## config.mk

```make
export PLATFORM = sky130hd
export DESIGN_NAME = uart_periph_flat
export DESIGN_NICKNAME = d
export VERILOG_FILES = /design/src/rtl/uart_periph_if.sv /design/src/rtl/uart_periph.sv /design/src/flat_wrapper.sv
export SDC_FILE = /design/constraint.sdc
export NUM_CORES = 1
export LEC_CHECK = 0
export ABC_AREA = 1
export BUFFER_PORTS_ARGS = -buffer_cell sky130_fd_sc_hd__buf_2
export CAP_MARGIN = 10
export CORE_MARGIN = 2
export CORE_UTILIZATION = 35
export CTS_CLUSTER_DIAMETER = 150
export DETAILED_ROUTE_END_ITERATION = 7
export PLACE_DENSITY_LB_ADDON = 0.12
export SYNTH_ARGS = -nofsm -noshare
export SYNTH_HDL_FRONTEND = slang
export SYNTH_SLANG_ARGS = --single-unit
export TNS_END_PERCENT = 1
```

## constraint.sdc

```tcl
create_clock -name clk -period 3.98 [get_ports clk]
set_input_delay 0.398 -clock clk [delete_from_list [all_inputs] [get_ports clk]]
set_output_delay 0.398 -clock clk [all_outputs]
set_load 0.02 [all_outputs]
```

## src/rtl/uart_periph_if.sv

```systemverilog
// CPU-side register bus of the UART peripheral: chip select, write enable,
// 4-bit register address, 32-bit write data and combinational read data.
interface uart_periph_if;
  logic        cs;
  logic        wen;
  logic [3:0]  addr;
  logic [31:0] din;
  logic [31:0] dout;

  modport master (output cs, output wen, output addr, output din, input dout);
  modport slave  (input cs, input wen, input addr, input din, output dout);
endinterface

```

## src/rtl/uart_periph.sv

```systemverilog
// Memory-mapped 8N1 UART: one transmitter, one receiver, register map
// DR(0) / CTRL(1) / STAT(2) / CPB(3), addr[3:2] ignored.
// Optional feature macro: UART_LOOPBACK_EN (CTRL[2] routes TX into RX and
// holds the TxD pin high); without it CTRL[2] reads 0.
module uart_periph #(
  parameter int unsigned CLKS_PER_BIT = 217
) (
  input  logic           clk,
  input  logic           reset,
  uart_periph_if.slave   bus,
  input  logic           RxD,
  output logic           TxD
);

  typedef enum logic [1:0] {ST_IDLE = 2'd0, ST_START = 2'd1, ST_DATA = 2'd2, ST_STOP = 2'd3} state_e;

  logic [2:0]  ctrl_q;
  logic [15:0] cpb_q;
  state_e      tx_state_q;
  logic [15:0] tx_cnt_q;
  logic [2:0]  tx_bit_q;
  logic [7:0]  tx_shift_q;
  logic        txd_q;
  state_e      rx_state_q;
  logic [15:0] rx_cnt_q;
  logic [2:0]  rx_bit_q;
  logic [7:0]  rx_shift_q;
  logic [7:0]  rx_data_q;
  logic        rx_ready_q;
  logic        overrun_q;
  logic        frame_err_q;
  logic        rxd_meta_q;
  logic        rxd_sync_q;
  logic        rxd_prev_q;

  logic        wr_s, rd_s;
  logic        dr_wr_s, dr_rd_s, ctrl_wr_s, stat_wr_s, cpb_wr_s;
  logic        tx_busy_s, tx_start_s;
  logic        loop_s, rx_src_s;
  logic [2:0]  ctrl_d;
  logic [15:0] cpb_d;
  logic        unused_s;

  assign wr_s      = bus.cs & bus.wen;
  assign rd_s      = bus.cs & ~bus.wen;
  assign dr_wr_s   = wr_s & (bus.addr[1:0] == 2'd0);
  assign dr_rd_s   = rd_s & (bus.addr[1:0] == 2'd0);
  assign ctrl_wr_s = wr_s & (bus.addr[1:0] == 2'd1);
  assign stat_wr_s = wr_s & (bus.addr[1:0] == 2'd2);
  assign cpb_wr_s  = wr_s & (bus.addr[1:0] == 2'd3);
  assign tx_busy_s  = (tx_state_q != ST_IDLE);
  assign tx_start_s = dr_wr_s & ctrl_q[0] & ~tx_busy_s;
  assign cpb_d      = (bus.din[15:0] < 16'd2) ? 16'd2 : bus.din[15:0];
  assign unused_s   = ^{bus.din[31:16], bus.addr[3:2]};

`ifdef UART_LOOPBACK_EN
  assign ctrl_d = bus.din[2:0];
  assign loop_s = ctrl_q[2];
`else
  assign ctrl_d = {1'b0, bus.din[1:0]};
  assign loop_s = 1'b0;
`endif

  // Receiver listens to the internal TX line while looping back.
  assign rx_src_s = loop_s ? txd_q : RxD;
  assign TxD      = txd_q | loop_s;

  // Read-data mux; unused bits read as zero.
  always_comb begin
    bus.dout = 32'd0;
    case (bus.addr[1:0])
      2'd0:    bus.dout = {24'd0, rx_data_q};
      2'd1:    bus.dout = {29'd0, ctrl_q};
      2'd2:    bus.dout = {28'd0, frame_err_q, overrun_q, tx_busy_s, rx_ready_q};
      2'd3:    bus.dout = {16'd0, cpb_q};
      default: bus.dout = 32'd0;
    endcase
  end

  // Control and bit-period registers.
  always_ff @(posedge clk) begin
    if (reset) begin
      ctrl_q <= 3'd0;
      cpb_q  <= 16'(CLKS_PER_BIT);
    end else begin
      if (ctrl_wr_s) ctrl_q <= ctrl_d;
      if (cpb_wr_s)  cpb_q  <= cpb_d;
    end
  end

  // Transmit FSM; bit counter reloads from CPB at every bit boundary.
  always_ff @(posedge clk) begin
    if (reset) begin
      tx_state_q <= ST_IDLE;
      tx_cnt_q   <= 16'd0;
      tx_bit_q   <= 3'd0;
      tx_shift_q <= 8'd0;
      txd_q      <= 1'b1;
    end else begin
      case (tx_state_q)
        ST_IDLE: begin
          txd_q <= 1'b1;
          if (tx_start_s) begin
            tx_state_q <= ST_START;
            txd_q      <= 1'b0;
            tx_cnt_q   <= cpb_q - 16'd1;
            tx_shift_q <= bus.din[7:0];
          end
        end
        ST_START: begin
          if (tx_cnt_q == 16'd0) begin
            tx_state_q <= ST_DATA;
            txd_q      <= tx_shift_q[0];
            tx_shift_q <= {1'b0, tx_shift_q[7:1]};
            tx_bit_q   <= 3'd0;
            tx_cnt_q   <= cpb_q - 16'd1;
          end else begin
            tx_cnt_q <= tx_cnt_q - 16'd1;
          end
        end
        ST_DATA: begin
          if (tx_cnt_q == 16'd0) begin
            tx_cnt_q <= cpb_q - 16'd1;
            if (tx_bit_q == 3'd7) begin
              tx_state_q <= ST_STOP;
              txd_q      <= 1'b1;
            end else begin
              txd_q      <= tx_shift_q[0];
              tx_shift_q <= {1'b0, tx_shift_q[7:1]};
              tx_bit_q   <= tx_bit_q + 3'd1;
            end
          end else begin
            tx_cnt_q <= tx_cnt_q - 16'd1;
          end
        end
        ST_STOP: begin
          if (tx_cnt_q == 16'd0) tx_state_q <= ST_IDLE;
          else                   tx_cnt_q   <= tx_cnt_q - 16'd1;
        end
        default: begin
          tx_state_q <= ST_IDLE;
          txd_q      <= 1'b1;
        end
      endcase
    end
  end

  // Two-flop synchronizer plus previous-sample flop for edge detection.
  always_ff @(posedge clk) begin
    if (reset) begin
      rxd_meta_q <= 1'b1;
      rxd_sync_q <= 1'b1;
      rxd_prev_q <= 1'b1;
    end else begin
      rxd_meta_q <= rx_src_s;
      rxd_sync_q <= rxd_meta_q;
      rxd_prev_q <= rxd_sync_q;
    end
  end

  // Receive FSM and status flags; FSM sets are written last so they beat clears.
  always_ff @(posedge clk) begin
    if (reset) begin
      rx_state_q  <= ST_IDLE;
      rx_cnt_q    <= 16'd0;
      rx_bit_q    <= 3'd0;
      rx_shift_q  <= 8'd0;
      rx_data_q   <= 8'd0;
      rx_ready_q  <= 1'b0;
      overrun_q   <= 1'b0;
      frame_err_q <= 1'b0;
    end else begin
      if (dr_rd_s)                   rx_ready_q  <= 1'b0;
      if (stat_wr_s && bus.din[2])   overrun_q   <= 1'b0;
      if (stat_wr_s && bus.din[3])   frame_err_q <= 1'b0;
      case (rx_state_q)
        ST_IDLE: begin
          if (ctrl_q[1] && rxd_prev_q && !rxd_sync_q) begin
            rx_state_q <= ST_START;
            rx_cnt_q   <= (cpb_q >> 1) - 16'd1;
          end
        end
        ST_START: begin
          if (rx_cnt_q == 16'd0) begin
            if (rxd_sync_q) begin
              rx_state_q <= ST_IDLE;
            end else begin
              rx_state_q <= ST_DATA;
              rx_bit_q   <= 3'd0;
              rx_cnt_q   <= cpb_q - 16'd1;
            end
          end else begin
            rx_cnt_q <= rx_cnt_q - 16'd1;
          end
        end
        ST_DATA: begin
          if (rx_cnt_q == 16'd0) begin
            rx_shift_q <= {rxd_sync_q, rx_shift_q[7:1]};
            rx_cnt_q   <= cpb_q - 16'd1;
            if (rx_bit_q == 3'd7) rx_state_q <= ST_STOP;
            else                  rx_bit_q   <= rx_bit_q + 3'd1;
          end else begin
            rx_cnt_q <= rx_cnt_q - 16'd1;
          end
        end
        ST_STOP: begin
          if (rx_cnt_q == 16'd0) begin
            rx_state_q <= ST_IDLE;
            if (rxd_sync_q) begin
              rx_data_q  <= rx_shift_q;
              rx_ready_q <= 1'b1;
              if (rx_ready_q) overrun_q <= 1'b1;
            end else begin
              frame_err_q <= 1'b1;
            end
          end else begin
            rx_cnt_q <= rx_cnt_q - 16'd1;
          end
        end
        default: rx_state_q <= ST_IDLE;
      endcase
    end
  end

endmodule

```

## src/flat_wrapper.sv

```systemverilog
// flat-port wrapper written by rule: the top's interface ports become plain ports
module uart_periph_flat 
#(
  parameter int unsigned CLKS_PER_BIT = 217
)
  (clk, reset, RxD, TxD, bus_cs, bus_wen, bus_addr, bus_din, bus_dout);
  uart_periph_if bus_i ();
  input  logic clk;
  input  logic reset;
  input  logic RxD;
  output logic TxD;
  input wire logic [$bits(bus_i.cs)-1:0] bus_cs;
  input wire logic [$bits(bus_i.wen)-1:0] bus_wen;
  input wire logic [$bits(bus_i.addr)-1:0] bus_addr;
  input wire logic [$bits(bus_i.din)-1:0] bus_din;
  output wire logic [$bits(bus_i.dout)-1:0] bus_dout;
  assign bus_i.cs = bus_cs;
  assign bus_i.wen = bus_wen;
  assign bus_i.addr = bus_addr;
  assign bus_i.din = bus_din;
  assign bus_dout = bus_i.dout;
  uart_periph #(.CLKS_PER_BIT(CLKS_PER_BIT)) u_core (.clk(clk), .reset(reset), .bus(bus_i), .RxD(RxD), .TxD(TxD));
endmodule
```

; Yosys cells after proc, flatten, opt, wreduce, memory -nomap -nowiden
; Cells that the tools add are included.
[word_totals]
regBits = 91
word_cells = 145
[classes]
add_sub_neg = 6
n_lt_le_gt_ge = 1
eq_ne = 27
muxes = 57
bitwise_logic = 11
n_reduce_logical = 25
[ops]
columns = op, n
row1 = 2-to-1 mux 16 bit, 9
row2 = case mux 32 bit (4 select lines), 1
row3 = case mux 16 bit (4 select lines), 1
row4 = case mux 16 bit (3 select lines), 1
row5 = "subtractor 16 x 1 -> 16 bit, second input constant", 3
row6 = zero test 16 bit, 2
row7 = 2-to-1 mux 8 bit, 4
row8 = case mux 8 bit (3 select lines), 1
row9 = 2-to-1 mux 2 bit, 11
row10 = 2-to-1 mux 3 bit, 7
row11 = "!= test 2 x 1 -> 1 bit, second input constant", 10
row12 = AND reduction 5 bit, 4
row13 = 2-to-1 mux 1 bit, 17
row14 = "less-than comparator 16 x 2 -> 1 bit, second input constant", 1
row15 = case mux 2 bit (4 select lines), 2
row16 = "subtractor 15 x 1 -> 16 bit, second input constant", 1
row17 = "== test 2 bit, second input constant", 6
row18 = case mux 3 bit (2 select lines), 2
row19 = "!= test 2 bit, second input constant", 5
row20 = AND 1 bit, 9
row21 = AND reduction 3 bit, 3
row22 = "adder 3 x 1 -> 3 bit, second input constant", 2
row23 = "== test 2 x 1 -> 1 bit, second input constant", 3
row24 = "== test 3 bit, second input constant", 2
row25 = other kinds (11), 20

; Longest topological paths before layout
; Gate-level depths: netlist of the first run.
[logic_depth]
word_depth = 8
mapped_depth = 12

; Worst setup path before layout of the first run
; No wires, ideal clock.
[synth_timing]
kind = register to register
from = reg u_core.tx_state_q[0]
to = reg u_core.tx_cnt_q[7]
t_arrival_ps = 1714
setup_slack_ps = 2200
path_stages_with_launch = 10
synth_period_minus_slack_ps = 1780
cell_sequence = dfxtp_1 -> inv_1 -> ha_1 -> buf_2 -> clkinv_1 -> o21ai_4 -> inv_4 -> nor2_1 -> nor2_1 -> a21oi_2
[synth_via]
elab_chain_cells = 5
elab_cells_between_ends = 12
[synth_lines]
columns = element, line_no
row1 = "start, declared", uart_periph.sv:19  ; state_e tx_state_q;
row2 = "start signal, assigned", uart_periph.sv:94  ; tx_state_q <= ST_IDLE;
row3 = "start signal, assigned", uart_periph.sv:104  ; tx_state_q <= ST_START;
row4 = "start signal, assigned", uart_periph.sv:112  ; tx_state_q <= ST_DATA;
row5 = nonzero test 2 bit, uart_periph.sv:51  ; assign tx_busy_s = (tx_state_q != ST_IDLE);
row6 = NOT 1 bit, uart_periph.sv:52  ; assign tx_start_s = dr_wr_s & ctrl_q[0] & ~tx_busy_s;
row7 = AND 1 bit, uart_periph.sv:52
row8 = != test 2 x 1 -> 1 bit (no line), -
row9 = AND reduction 2 bit (no line), -
row10 = "end signal, assigned", uart_periph.sv:106  ; tx_cnt_q <= cpb_q - 16'd1;
row11 = "end signal, assigned", uart_periph.sv:116  ; tx_cnt_q <= cpb_q - 16'd1;
row12 = "end signal, assigned", uart_periph.sv:118  ; tx_cnt_q <= tx_cnt_q - 16'd1;
row13 = "end, declared", uart_periph.sv:20  ; logic [15:0] tx_cnt_q;
; Parallel ways exist; a longest one is shown, timed or not.
; A chain may end at the register's enable or synchronous reset.

; Final worst setup path of the first run
[layout_timing]
from = reg u_core.rx_state_q[0]
to = reg u_core.rx_cnt_q[4]
[layout_via]
elab_chain_cells = 3
elab_cells_between_ends = 9
[layout_lines]
columns = element, line_no
row1 = "start, declared", uart_periph.sv:24  ; state_e rx_state_q;
row2 = "start signal, assigned", uart_periph.sv:164  ; rx_state_q <= ST_IDLE;
row3 = "start signal, assigned", uart_periph.sv:179  ; rx_state_q <= ST_START;
row4 = "start signal, assigned", uart_periph.sv:186  ; rx_state_q <= ST_IDLE;
row5 = == test 2 x 1 -> 1 bit (tied with other cells), uart_periph.sv:176  ; case (rx_state_q)
row6 = != test 3 bit (no line) (tied with other cells), -
row7 = AND reduction 3 bit (no line), -
row8 = "end signal, assigned", uart_periph.sv:180  ; rx_cnt_q <= (cpb_q >> 1) - 16'd1;
row9 = "end signal, assigned", uart_periph.sv:190  ; rx_cnt_q <= cpb_q - 16'd1;
row10 = "end signal, assigned", uart_periph.sv:193  ; rx_cnt_q <= rx_cnt_q - 16'd1;
row11 = "end, declared", uart_periph.sv:25  ; logic [15:0] rx_cnt_q;
; Parallel ways exist; a longest one is shown, timed or not.

==> results.tsv, run 1 <==
stage	metric	value	unit
status	status	complete, no violations	
routing	postRouteAntennaNets	0	
synthesis	synth_cell_types	48	
layout	antenna_cells	0	
floorplanning	die-area	0.0182	sq mm
clocking	clk_pin_slew	0.07	ns
critical_path	endpoint_kind	register	
power_and_ir_drop	max-vdd-ir-drop	0.000286	V
grt	grt_usage	20.0	%
routing	wl_per_cell	15.1	um
routing	drc_errors	0	
synthesis	yosysMostFrequentCell	nand2_1	
layout	final_layout_size_suffix_gt1_share	9.41	%
hold_path	whs_path_depth	2	
sta	fmax	0.420	GHz
synthesis	synth_seq_cells	91	
grt	antenna_found_initial	0	
floorplanning	die-height	135	um
routing	vias	5847	
sta	fin_skew	0.00907	ns
clocking	root_buffer	clkbuf_16	
clocking	h-tree-depth	3	
critical_path	slowest_delay	0.58	ns
critical_path	cp_num_cells	7	
clocking	postCtsSetupBuffers	0	
critical_path	r2r_cells	7	
floorplanning	start_util	36.0	%
synthesis	synth.cell_area	0.00600	sq mm
power_and_ir_drop	power.leakage	2.88	nW
grt	grt_pass1_vias	5285	
synthesis	synth_edf_count	0	
placement	gp_congestion	0.919	
synthesis	synth_seq_area_share	30.3	%
clocking	cts-hold-fix-buffers	0	
layout	areaGrowthSynthToFinish	9.61	%
routing	first_iter_violations	423	
synthesis	synthArstFlopShare	0	%
placement	hpwl	13400	um
critical_path	critPathKind	register to register	
critical_path	worstPathCellList	inv_1 -> ha_1 -> inv_1 -> a21oi_1 -> a21oi_1 -> o21ai_0 -> a21oi_1	
critical_path	cpMostUsedCell	a21oi_1	
clocking	cts_buffer_depth	2	
floorplanning	core_area	0.0167	sq mm
sta	fin_crit_sh	59.9	%
clocking	cts_tree	done	
synthesis	synth.largest_area_cell	dfxtp_1	
critical_path	slowest_stage	ha_1	
synthesis	avgSynthCellArea	6.50	sq um
critical_path	start_kind	register	
clocking	clk_latency	0.35	ns
hold_path	hold_path_class	input pin to register	
grt	globalRouteOverflowTotal	0	
routing	wirelength	17800	um
synthesis	syn-instance-count	924	
critical_path	arrival	2.60	ns
synthesis	yosys-top-cells-count	nand2_1 (209), nor2_1 (111), a21oi_1 (98), inv_1 (93), dfxtp_1 (91)	
critical_path	cp_top_family	buffers and inverters	
sta	finalHoldViolations	0	
critical_path	r2r_slack	1.60	ns
clocking	cts_resized	0	
critical_path	cp.buffers_inverters	2	
synthesis	yosysWarnings	0	
sta	fin_crit	2.38	ns
floorplanning	rows	47	
sta	slew_headroom	24.0	%
grt	grt_pass1_wl	28500	um
floorplanning	die_width	135	um
sta	setup_tns	0	ns
sta	rsz0062_at_grt	false	
layout	utilization	39.4	%
synthesis	yosys-top-cells-area	dfxtp_1 (30%), nand2_1 (13%), a21oi_1 (8.2%)	
clocking	numCtsBuffers	9	
layout	finalNetCount	1009	
synthesis	yosys.area.top_type_share	30.3	%
critical_path	cp_data_required_time	4.19	ns
synthesis	ys.flop_type	dfxtp_1	
routing	firstDrtPassIters	5	
sta	setup_viol	0	
run	maxCapViolCount	0	
grt	grt_max_degree	38	
placement	port_buffers	39	
critical_path	critPathMaxFanout	22	
clocking	cts.sink_count	91	
sta	worstMarginPinSlew	1.13	ns
floorplanning	pin_count	74	
routing	viasPerCell	4.97	
power_and_ir_drop	power_density	527	mW/mm^2
sta	maxSlewViolCount	0	
[kinds of logic after synthesis]
| family | after synthesis | synth area share [%] |
|---|---|---|
| mux | 5 | 0.834 |
| fa+ha+maj | 17 | 3.54 |
| flops | 91 | 30.3 |
| other cells | 1 | 0.0625 |
| xor+xnor | 28 | 4.08 |
| compound gates | 214 | 19.8 |
| simple gates | 424 | 30.3 |
| buf+inv | 144 | 11.0 |
[path summary, 6_finish.rpt]
path,start,to
worst max-delay path,u_core.rx_state_q[0],u_core.rx_cnt_q[4]
worst min-delay path,RxD,u_core.rxd_meta_q
worst max register to register,u_core.rx_state_q[0],u_core.rx_cnt_q[4]
worst min register to register,u_core.rxd_meta_q,u_core.rxd_sync_q
[per-stage QoR]
stage	instances	total power, mW	worst slack, ns	cell area [sq um]	hold slack [ns]
3_3_place_gp	1160	2.62	1.61	6290	0.398
6_report	1176	3.47	1.60	6580	0.225
5_1_grt	1176	3.74	1.36	6580	0.229
3_5_place_dp	1160	2.61	1.63	6290	0.397
2_1_floorplan	939	2.32	2.20	6060	0.389
4_1_cts	1176	3.49	1.62	6580	0.215
[power by group]
| part | switching, mW | total (mW) | internal, mW |
|---|---|---|---|
| registers | 0.0962 | 1.11 | 1.01 |
| logic | 1.01 | 1.49 | 0.479 |
| clock network | 0.415 | 0.868 | 0.454 |
| total | 1.52 | 3.47 | 1.94 |
[cell type report]
| class | instances | area (sq um) |
|---|---|---|
| multi-input cells | 704 | 3580 |
| inverters | 101 | 382 |
| flip-flops and latches | 91 | 1820 |
| repair buffers | 44 | 233 |
| clock inverters | 6 | 53.8 |
| fillers | 1868 | 10100 |
| clock buffers | 10 | 239 |
| well taps | 220 | 275 |
[flip-flops by register name, indices dropped and copies added, names as in the netlist, 2 cells and up, named ones only]
register           count
u_core.ctrl_q          2
u_core.tx_state_q      2
u_core.cpb_q          16
u_core.rx_cnt_q       16
u_core.rx_bit_q        3
u_core.rx_shift_q      8
u_core.tx_bit_q        3
u_core.tx_cnt_q       16
u_core.rx_data_q       8
u_core.tx_shift_q      8
[routing by layer]
metal	track usage, %	share of wire (%)
met2	32.1	45
met4	5.15	1.5
met3	2.78	4.5
met5	0	0
met1	28.4	49
[cells in the final DEF, fill, tap and decap left out, types with 3 or more instances in the layout]
master       n
buf_4        5
a21oi_1     98
inv_1       93
nand3_1     59
o31ai_1      3
o21ai_1     14
conb_1      16
nor4_1       4
o22ai_1      4
a31oi_1      7
o21ai_0     61
xnor2_1      5
clkbuf_16    9
nand3_2      3
xor2_1      23
ha_1        17
nor2_1     111
or2_2        4
o211ai_1     6
mux2i_1      5
buf_2       39
a211oi_1     8
nor2_2       7
inv_6        3
clkinv_1     4
inv_2        3
nand4_1      8
o21bai_1     3
nand2_1    209
dfxtp_1     91
nor3_1       8
Note: power is estimated with default switching activity, not from simulation.
==> run 2: changes to the inputs <==
ABC_AREA = 0   (was 1)
clock period = 2.39 ns   (was 3.98 ns; I/O delays follow)
==> run 2 against run 1 <==
Maximum frequency decreased by 0.88%. Clock power rose by 90%. Critical path type unchanged. Highest routed layer unchanged. The run now ends with setup timing left. Largest power group unchanged. Power up 49%. Critical endpoint is now u_core.rx_cnt_q[11].
==> results.tsv, run 2 <==
stage	metric	value	unit	change
status	status	complete, but fails checks		was complete, no violations
status	violations	setup timing		
synthesis	synth.cell_area	0.00568	sq mm	was 0.00600 sq mm
clocking	clk_latency	0.34	ns	was 0.35 ns
sta	fin_crit_sh	101	%	was 59.9%
sta	rsz0062_at_grt	true		was false
layout	final_cell_mix	dfxtp_1 (89), nand2_1 (77), buf_4 (76)		was nand2_1 (209), nor2_1 (111), a21oi_1 (98)
power_and_ir_drop	power_density	741	mW/mm^2	was 527 mW/mm^2
routing	first_iter_violations	320		was 423
clocking	clk_pin_slew	0.07	ns	about the same
layout	final_layout_size_suffix_gt1_share	22.9	%	was 9.41%
synthesis	synth_seq_cells	91		unchanged
sta	setup_tns	-0.0147	ns	was 0 ns
sta	maxSlewViolCount	0		unchanged
routing	wl_per_cell	17.2	um	was 15.1 um
floorplanning	pin_count	74		unchanged
critical_path	cp_top_family	simple AND/OR/NAND/NOR gates		was buffers and inverters
layout	final-seq-area	0.00182	sq mm	about the same
sta	holdWs	0.0744	ns	was 0.225 ns
critical_path	arrival	2.64	ns	was 2.60 ns
routing	viasPerCell	5.48		was 4.97
sta	fin_crit	2.40	ns	was 2.38 ns
grt	grt_pass1_wl	28600	um	was 28,500 um
layout	reg_top3	u_core.cpb_q: 16 flops, u_core.rx_cnt_q: 16 flops, u_core.tx_cnt_q: 16 flops		unchanged
clocking	root_buffer	clkbuf_16		unchanged
synthesis	syn-instance-count	716		was 924
floorplanning	die-area	0.0173	sq mm	was 0.0182 sq mm
routing	wirelength	17500	um	was 17,800 um
floorplanning	core_area	0.0159	sq mm	was 0.0167 sq mm
sta	setup_viol	1		was 0
layout	fillers	1653		was 1,868
floorplanning	die_width	131	um	was 135 um
routing	drc_errors	0		unchanged
routing	postRouteAntennaNets	0		unchanged
critical_path	worstPathCellList	inv_2 -> ha_4 -> or4b_4 -> or4_4 -> a21oi_2 -> buf_6 -> o221ai_1 -> a32o_1		was inv_1 -> ha_1 -> inv_1 -> a21oi_1 -> a21oi_1 -> o21ai_0 -> a21oi_1
placement	hpwl	13100	um	was 13,400 um
floorplanning	start_util	35.8	%	was 36.0%
power_and_ir_drop	max-vdd-ir-drop	0.000290	V	was 0.000286 V
layout	layout_commonest_cell	dfxtp_1		was nand2_1
grt	grt_usage	20.4	%	was 20.0%
synthesis	ys.flop_type	dfxtp_1		unchanged
layout	finalNetCount	855		was 1,009
layout	antenna_cells	0		unchanged
critical_path	slowest_stage	or4_4		was ha_1
critical_path	cp_data_required_time	2.63	ns	was 4.19 ns
synthesis	synthArstFlopShare	0	%	unchanged
sta	fmax	0.416	GHz	was 0.420 GHz
synthesis	synth.largest_area_cell	dfxtp_1		unchanged
layout	layoutNonFillerInstCount	1018		was 1,176
sta	fin_skew	0.00629	ns	was 0.00907 ns
synthesis	yosysMostFrequentCell	dfxtp_1		was nand2_1
critical_path	endpoint_kind	register		unchanged
grt	globalRouteOverflowTotal	0		unchanged
placement	port_buffers	39		unchanged
grt	grt_pass1_vias	5429		was 5,285
floorplanning	die-height	131	um	was 135 um
clocking	cts_buffer_depth	2		unchanged
synthesis	yosysWarnings	0		unchanged
sta	finalHoldViolations	0		unchanged
synthesis	synth_seq_area_share	32.1	%	was 30.3%
sta	slew_headroom	58.1	%	was 24.0%
floorplanning	rows	46		was 47
layout	multi_input_area	0.00360	sq mm	was 0.00358 sq mm
placement	dp.cells	1002		was 1,160
sta	layout_setup_ws	-0.0147	ns	was 1.60 ns
clocking	cts_tree	done		unchanged
grt	grt_max_degree	66		was 38
clocking	cts.sink_count	91		unchanged
critical_path	start_kind	register		unchanged
synthesis	synth_cell_types	73		was 48
critical_path	critPathKind	register to register		unchanged
synthesis	avgSynthCellArea	7.93	sq um	was 6.50 sq um
synthesis	yosys-top-cells-count	dfxtp_1 (91), nand2_1 (77), nor2_1 (73), a21oi_1 (49), clkbuf_1 (40)		was nand2_1 (209), nor2_1 (111), a21oi_1 (98), inv_1 (93), dfxtp_1 (91)
critical_path	slowest_delay	0.52	ns	was 0.58 ns
hold_path	hold_path_class	input pin to register		unchanged
placement	gp_congestion	0.930		was 0.919
placement	place_worst_setup_slack	-0.0830	ns	was 1.63 ns
sta	worstMarginPinSlew	0.627	ns	was 1.13 ns
synthesis	synth_edf_count	0		unchanged
grt	antenna_found_initial	0		unchanged
clocking	numCtsBuffers	9		unchanged
routing	vias	5574		was 5,847
synthesis	yosys.area.top_type_share	32.1	%	was 30.3%
power_and_ir_drop	power.leakage	2.87	nW	was 2.88 nW
synthesis	yosys-top-cells-area	dfxtp_1 (32%), nand2_1 (5.1%), nor2_1 (4.8%)		was dfxtp_1 (30%), nand2_1 (13%), a21oi_1 (8.2%)
routing	firstDrtPassIters	5		unchanged
critical_path	critPathMaxFanout	7		was 22
clocking	h-tree-depth	3		unchanged
critical_path	cp.buffers_inverters	2		unchanged
run	maxCapViolCount	0		unchanged
layout	areaGrowthSynthToFinish	22.7	%	was 9.61%
==> run 2: changes by cell type in the layout (fill, tap and decap cells not counted), moves of 12 or more <==
cell     change
nor2_1      -38
o21ai_0     -33
buf_4       +71
mux2i_1     +13
a21oi_1     -49
o21ai_1     -12
nand3_1     -36
nand2_1    -132
inv_1       -72
==> run 2: where the power goes <==
group	internal (mW)	leakage, nW	switching (mW)
clock	1.03	0.170	0.623
combinational	0.782	1.96	1.07
sequential	1.60	0.737	0.0630
==> run 2: cell families after synthesis <==
group,after synthesis,synth area share (%)
and+or+nand+nor,273,24.2
muxes,23,4.56
xor gates and xnor gates,35,5.40
buffers and inverters,88,7.27
DFF,91,32.1
other,1,0.0660
adders and majority gates,17,3.74
AOI/OAI and AO/OA,188,22.7
==> run 2: cell type report <==
cell class / count / area share, %
multi-input cells: 552 / 51.6
flip-flops and latches: 91 / 26.2
repair buffers: 120 / 12.0
well taps: 216 / 3.88
clock buffers: 9 / 3.23
clock inverters: 7 / 1.80
inverters: 23 / 1.24
==> run 2: final timing paths <==
kind,startpoint,end,slack (ns),cells past startpoint
worst max-delay path,u_core.rx_cnt_q[0],u_core.rx_cnt_q[11],-0.01,8
worst min-delay path,RxD,u_core.rxd_meta_q,0.07,2
worst max register to register,u_core.rx_cnt_q[0],u_core.rx_cnt_q[11],-0.01,8
worst min register to register,u_core.rxd_meta_q,u_core.rxd_sync_q,0.41,1
==> run 2: per-stage QoR <==
step | power (mW) | utilization [%] | cell area, sq um
floorplan | 2.90 | - | 5760
CTS | 5.15 | 43.5 | 6900
finish | 5.17 | 43.9 | 6970
detailed placement | 3.45 | 41.1 | 6530
global placement | 3.45 | 41.1 | 6530
global route | 5.46 | 43.9 | 6970
==> run 2: worst register-to-register path: stages, from the launching register on <==
cell and delay, ns:
dfxtp_2 0.34, inv_2 0.06, ha_4 0.12, or4b_4 0.51, or4_4 0.52, a21oi_2 0.21, buf_6 0.14, o221ai_1 0.10
a32o_1 0.29
==> run 2: metal layers <==
layer,wire length [um],up-vias,track usage [%]
met5,0,-,0
met4,425,0,6.76
met3,853,30,3.59
met2,7940,180,32.1
met1,8310,2622,28.3
li1,-,2742,-
==> run 2: repair_timing <==
action | CTS | global route
resized for setup | 6 | 16
hold buffers | 0 | 0
pin swaps | 1 | 5
setup buffers | 0 | 0
endpoints found under the setup margin | 15 | 38
==> run 3: changes to the inputs <==
clock period = 2.9 ns   (was 2.39 ns; I/O delays follow)
==> run 3 against run 2 <==
Non-clock buffer count fell by 45. Routed wire length fell by 0.30%. Highest routed layer unchanged. Largest power group is now registers. Final cell count fell by 4.4%. Critical path depth did not move. The flow now finishes without violations. Die area did not move. Sequential cell count did not move.
==> results.tsv, run 3 (synthesis results as in run 2) <==
stage	metric	value	unit	change
clocking	cts_tree	done		unchanged
power_and_ir_drop	p_total	3.93	mW	was 5.17 mW
floorplanning	core_area	0.0159	sq mm	unchanged
critical_path	cp_data_required_time	3.19	ns	was 2.63 ns
clocking	cts_resized	0		was 6
sta	maxSlewViolCount	0		unchanged
power_and_ir_drop	p_comb_share	33.4	%	was 35.8%
grt	grt_usage	20.0	%	was 20.4%
placement	post_dp_cell_area	0.00615	sq mm	was 0.00653 sq mm
layout	final_cell_mix	dfxtp_1 (91), nand2_1 (77), nor2_1 (73)		was dfxtp_1 (89), nand2_1 (77), buf_4 (76)
sta	fin_crit	2.77	ns	was 2.40 ns
critical_path	arrival	3.05	ns	was 2.64 ns
run	maxCapViolCount	0		unchanged
placement	port_buffers	39		unchanged
clocking	clk_pin_slew	0.07	ns	about the same
grt	grt_max_degree	42		was 66
power_and_ir_drop	max-vdd-ir-drop	0.000304	V	was 0.000290 V
critical_path	endpoint_kind	register		unchanged
sta	setup_tns	0	ns	was -0.0147 ns
grt	grt_pass1_vias	5141		was 5,429
clocking	numCtsBuffers	9		unchanged
clocking	h-tree-depth	3		unchanged
layout	finalNetCount	810		was 855
layout	antenna_cells	0		unchanged
routing	vias	5539		was 5,574
sta	fin_skew	0.0104	ns	was 0.00629 ns
floorplanning	die-height	131	um	unchanged
clocking	root_buffer	clkbuf_16		unchanged
sta	setup_viol	0		was 1
sta	finalHoldViolations	0		unchanged
layout	layout_commonest_cell	dfxtp_1		unchanged
sta	rsz0062_at_grt	false		was true
critical_path	critPathKind	register to register		unchanged
placement	hpwl	13000	um	was 13,100 um
sta	fin_crit_sh	95.4	%	was 101%
power_and_ir_drop	p_switching	1.45	mW	was 1.76 mW
clocking	cts-hold-fix-buffers	0		unchanged
power_and_ir_drop	power_density	609	mW/mm^2	was 741 mW/mm^2
grt	globalRouteOverflowTotal	0		unchanged
grt	grt_pass1_wl	28000	um	was 28,600 um
status	status	complete, no violations		was complete, but fails checks
floorplanning	rows	46		unchanged
floorplanning	pin_count	74		unchanged
sta	slew_headroom	54.3	%	was 58.1%
placement	gp_congestion	0.934		was 0.930
power_and_ir_drop	clock_power_share	31.5	%	was 32.0%
power_and_ir_drop	p_sw_share	37.0	%	was 34.0%
hold_path	hold_path_class	input pin to register		unchanged
floorplanning	die_width	131	um	unchanged
layout	postLayoutCellArea	0.00645	sq mm	was 0.00697 sq mm
power_and_ir_drop	p_int	2.48	mW	was 3.41 mW
clocking	clk_latency	0.36	ns	was 0.34 ns
routing	first_iter_violations	368		was 320
layout	areaGrowthSynthToFinish	13.5	%	was 22.7%
clocking	postCtsSetupBuffers	0		unchanged
critical_path	critPathMaxFanout	9		was 7
floorplanning	start_util	35.8	%	unchanged
floorplanning	die-area	0.0173	sq mm	unchanged
power_and_ir_drop	power.leakage	2.57	nW	was 2.87 nW
sta	worstMarginPinSlew	0.679	ns	was 0.627 ns
routing	wl_per_cell	18.0	um	was 17.2 um
critical_path	start_kind	register		unchanged
grt	antenna_found_initial	0		unchanged
sta	fmax	0.362	GHz	was 0.416 GHz
sta	holdWs	0.112	ns	was 0.0744 ns
layout	final_layout_size_suffix_gt1_share	16.0	%	was 22.9%
routing	postRouteAntennaNets	0		unchanged
routing	drc_errors	0		unchanged
layout	reg_top3	u_core.cpb_q: 16 flops, u_core.rx_cnt_q: 16 flops, u_core.tx_cnt_q: 16 flops		unchanged
clocking	cts.sink_count	91		unchanged
routing	firstDrtPassIters	5		unchanged
routing	wirelength	17500	um	about the same
clocking	cts_buffer_depth	2		unchanged
power_and_ir_drop	seqPwrFrac	35.1	%	was 32.1%
routing	viasPerCell	5.69		was 5.48
-- run 3: cell count changes in the layout (fill, tap and decap cells not counted), moves of 3 or more --
| cell | previous run | this run |
|---|---|---|
| buf_4 | 76 | 36 |
| buf_6 | 3 | 0 |
| nor3_1 | 15 | 18 |
| nor3_2 | 3 | 0 |
-- run 3: metrics by stage --
stage                     std cells  worst slack (ns)  util [%]
after floorplan                 731             0.325         -
after global placement          957             0.203      38.7
after detailed placement        957             0.150      38.7
after CTS                       973             0.125      40.6
after global routing            973           0.00609      40.6
final                           973             0.134      40.6
-- run 3: worst paths after layout --
check / slack [ns] / cells past startpoint / endpoint / from
worst max-delay path: 0.13 / 8 / u_core.rx_bit_q[0] / u_core.rx_cnt_q[0]
worst min-delay path: 0.11 / 2 / u_core.rxd_meta_q / RxD
worst max register to register: 0.13 / 8 / u_core.rx_bit_q[0] / u_core.rx_cnt_q[0]
worst min register to register: 0.42 / 1 / u_core.rxd_sync_q / u_core.rxd_meta_q
-- run 3: cell type report --
class	count	area, sq um
inverters	23	86.3
repair buffers	75	465
clock inverters	6	75.1
well taps	216	270
flip-flops and latches	91	1820
clock buffers	10	229
fillers	1657	9440
multi-input cells	552	3500
-- run 3: power groups by stage --
| stage | registers [mW] | logic (mW) | clock network, mW |
|---|---|---|---|
| floorplan | 1.39 | 0.980 | 0 |
| global route | 1.39 | 1.44 | 1.30 |
| detailed placement | 1.41 | 1.29 | 0 |
| global placement | 1.40 | 1.29 | 0 |
| finish | 1.38 | 1.31 | 1.24 |
| CTS | 1.38 | 1.30 | 1.25 |
-- run 3: critical path, stage by stage, from the launching register on --
cell,delay (ns)
dfxtp_1,0.34
inv_1,0.07
ha_1,0.21
or4b_1,0.57
or4_4,0.64
o21ai_2,0.16
nand3_2,0.14
or3b_1,0.43
a21oi_2,0.14
-- run 3: metal layers --
layer	vias up	global-route usage [%]	wire, um
li1	2670	-	-
met1	2648	28.0	8500
met2	194	30.8	7630
met3	27	2.74	897
met4	0	8.33	452
met5	-	0	0
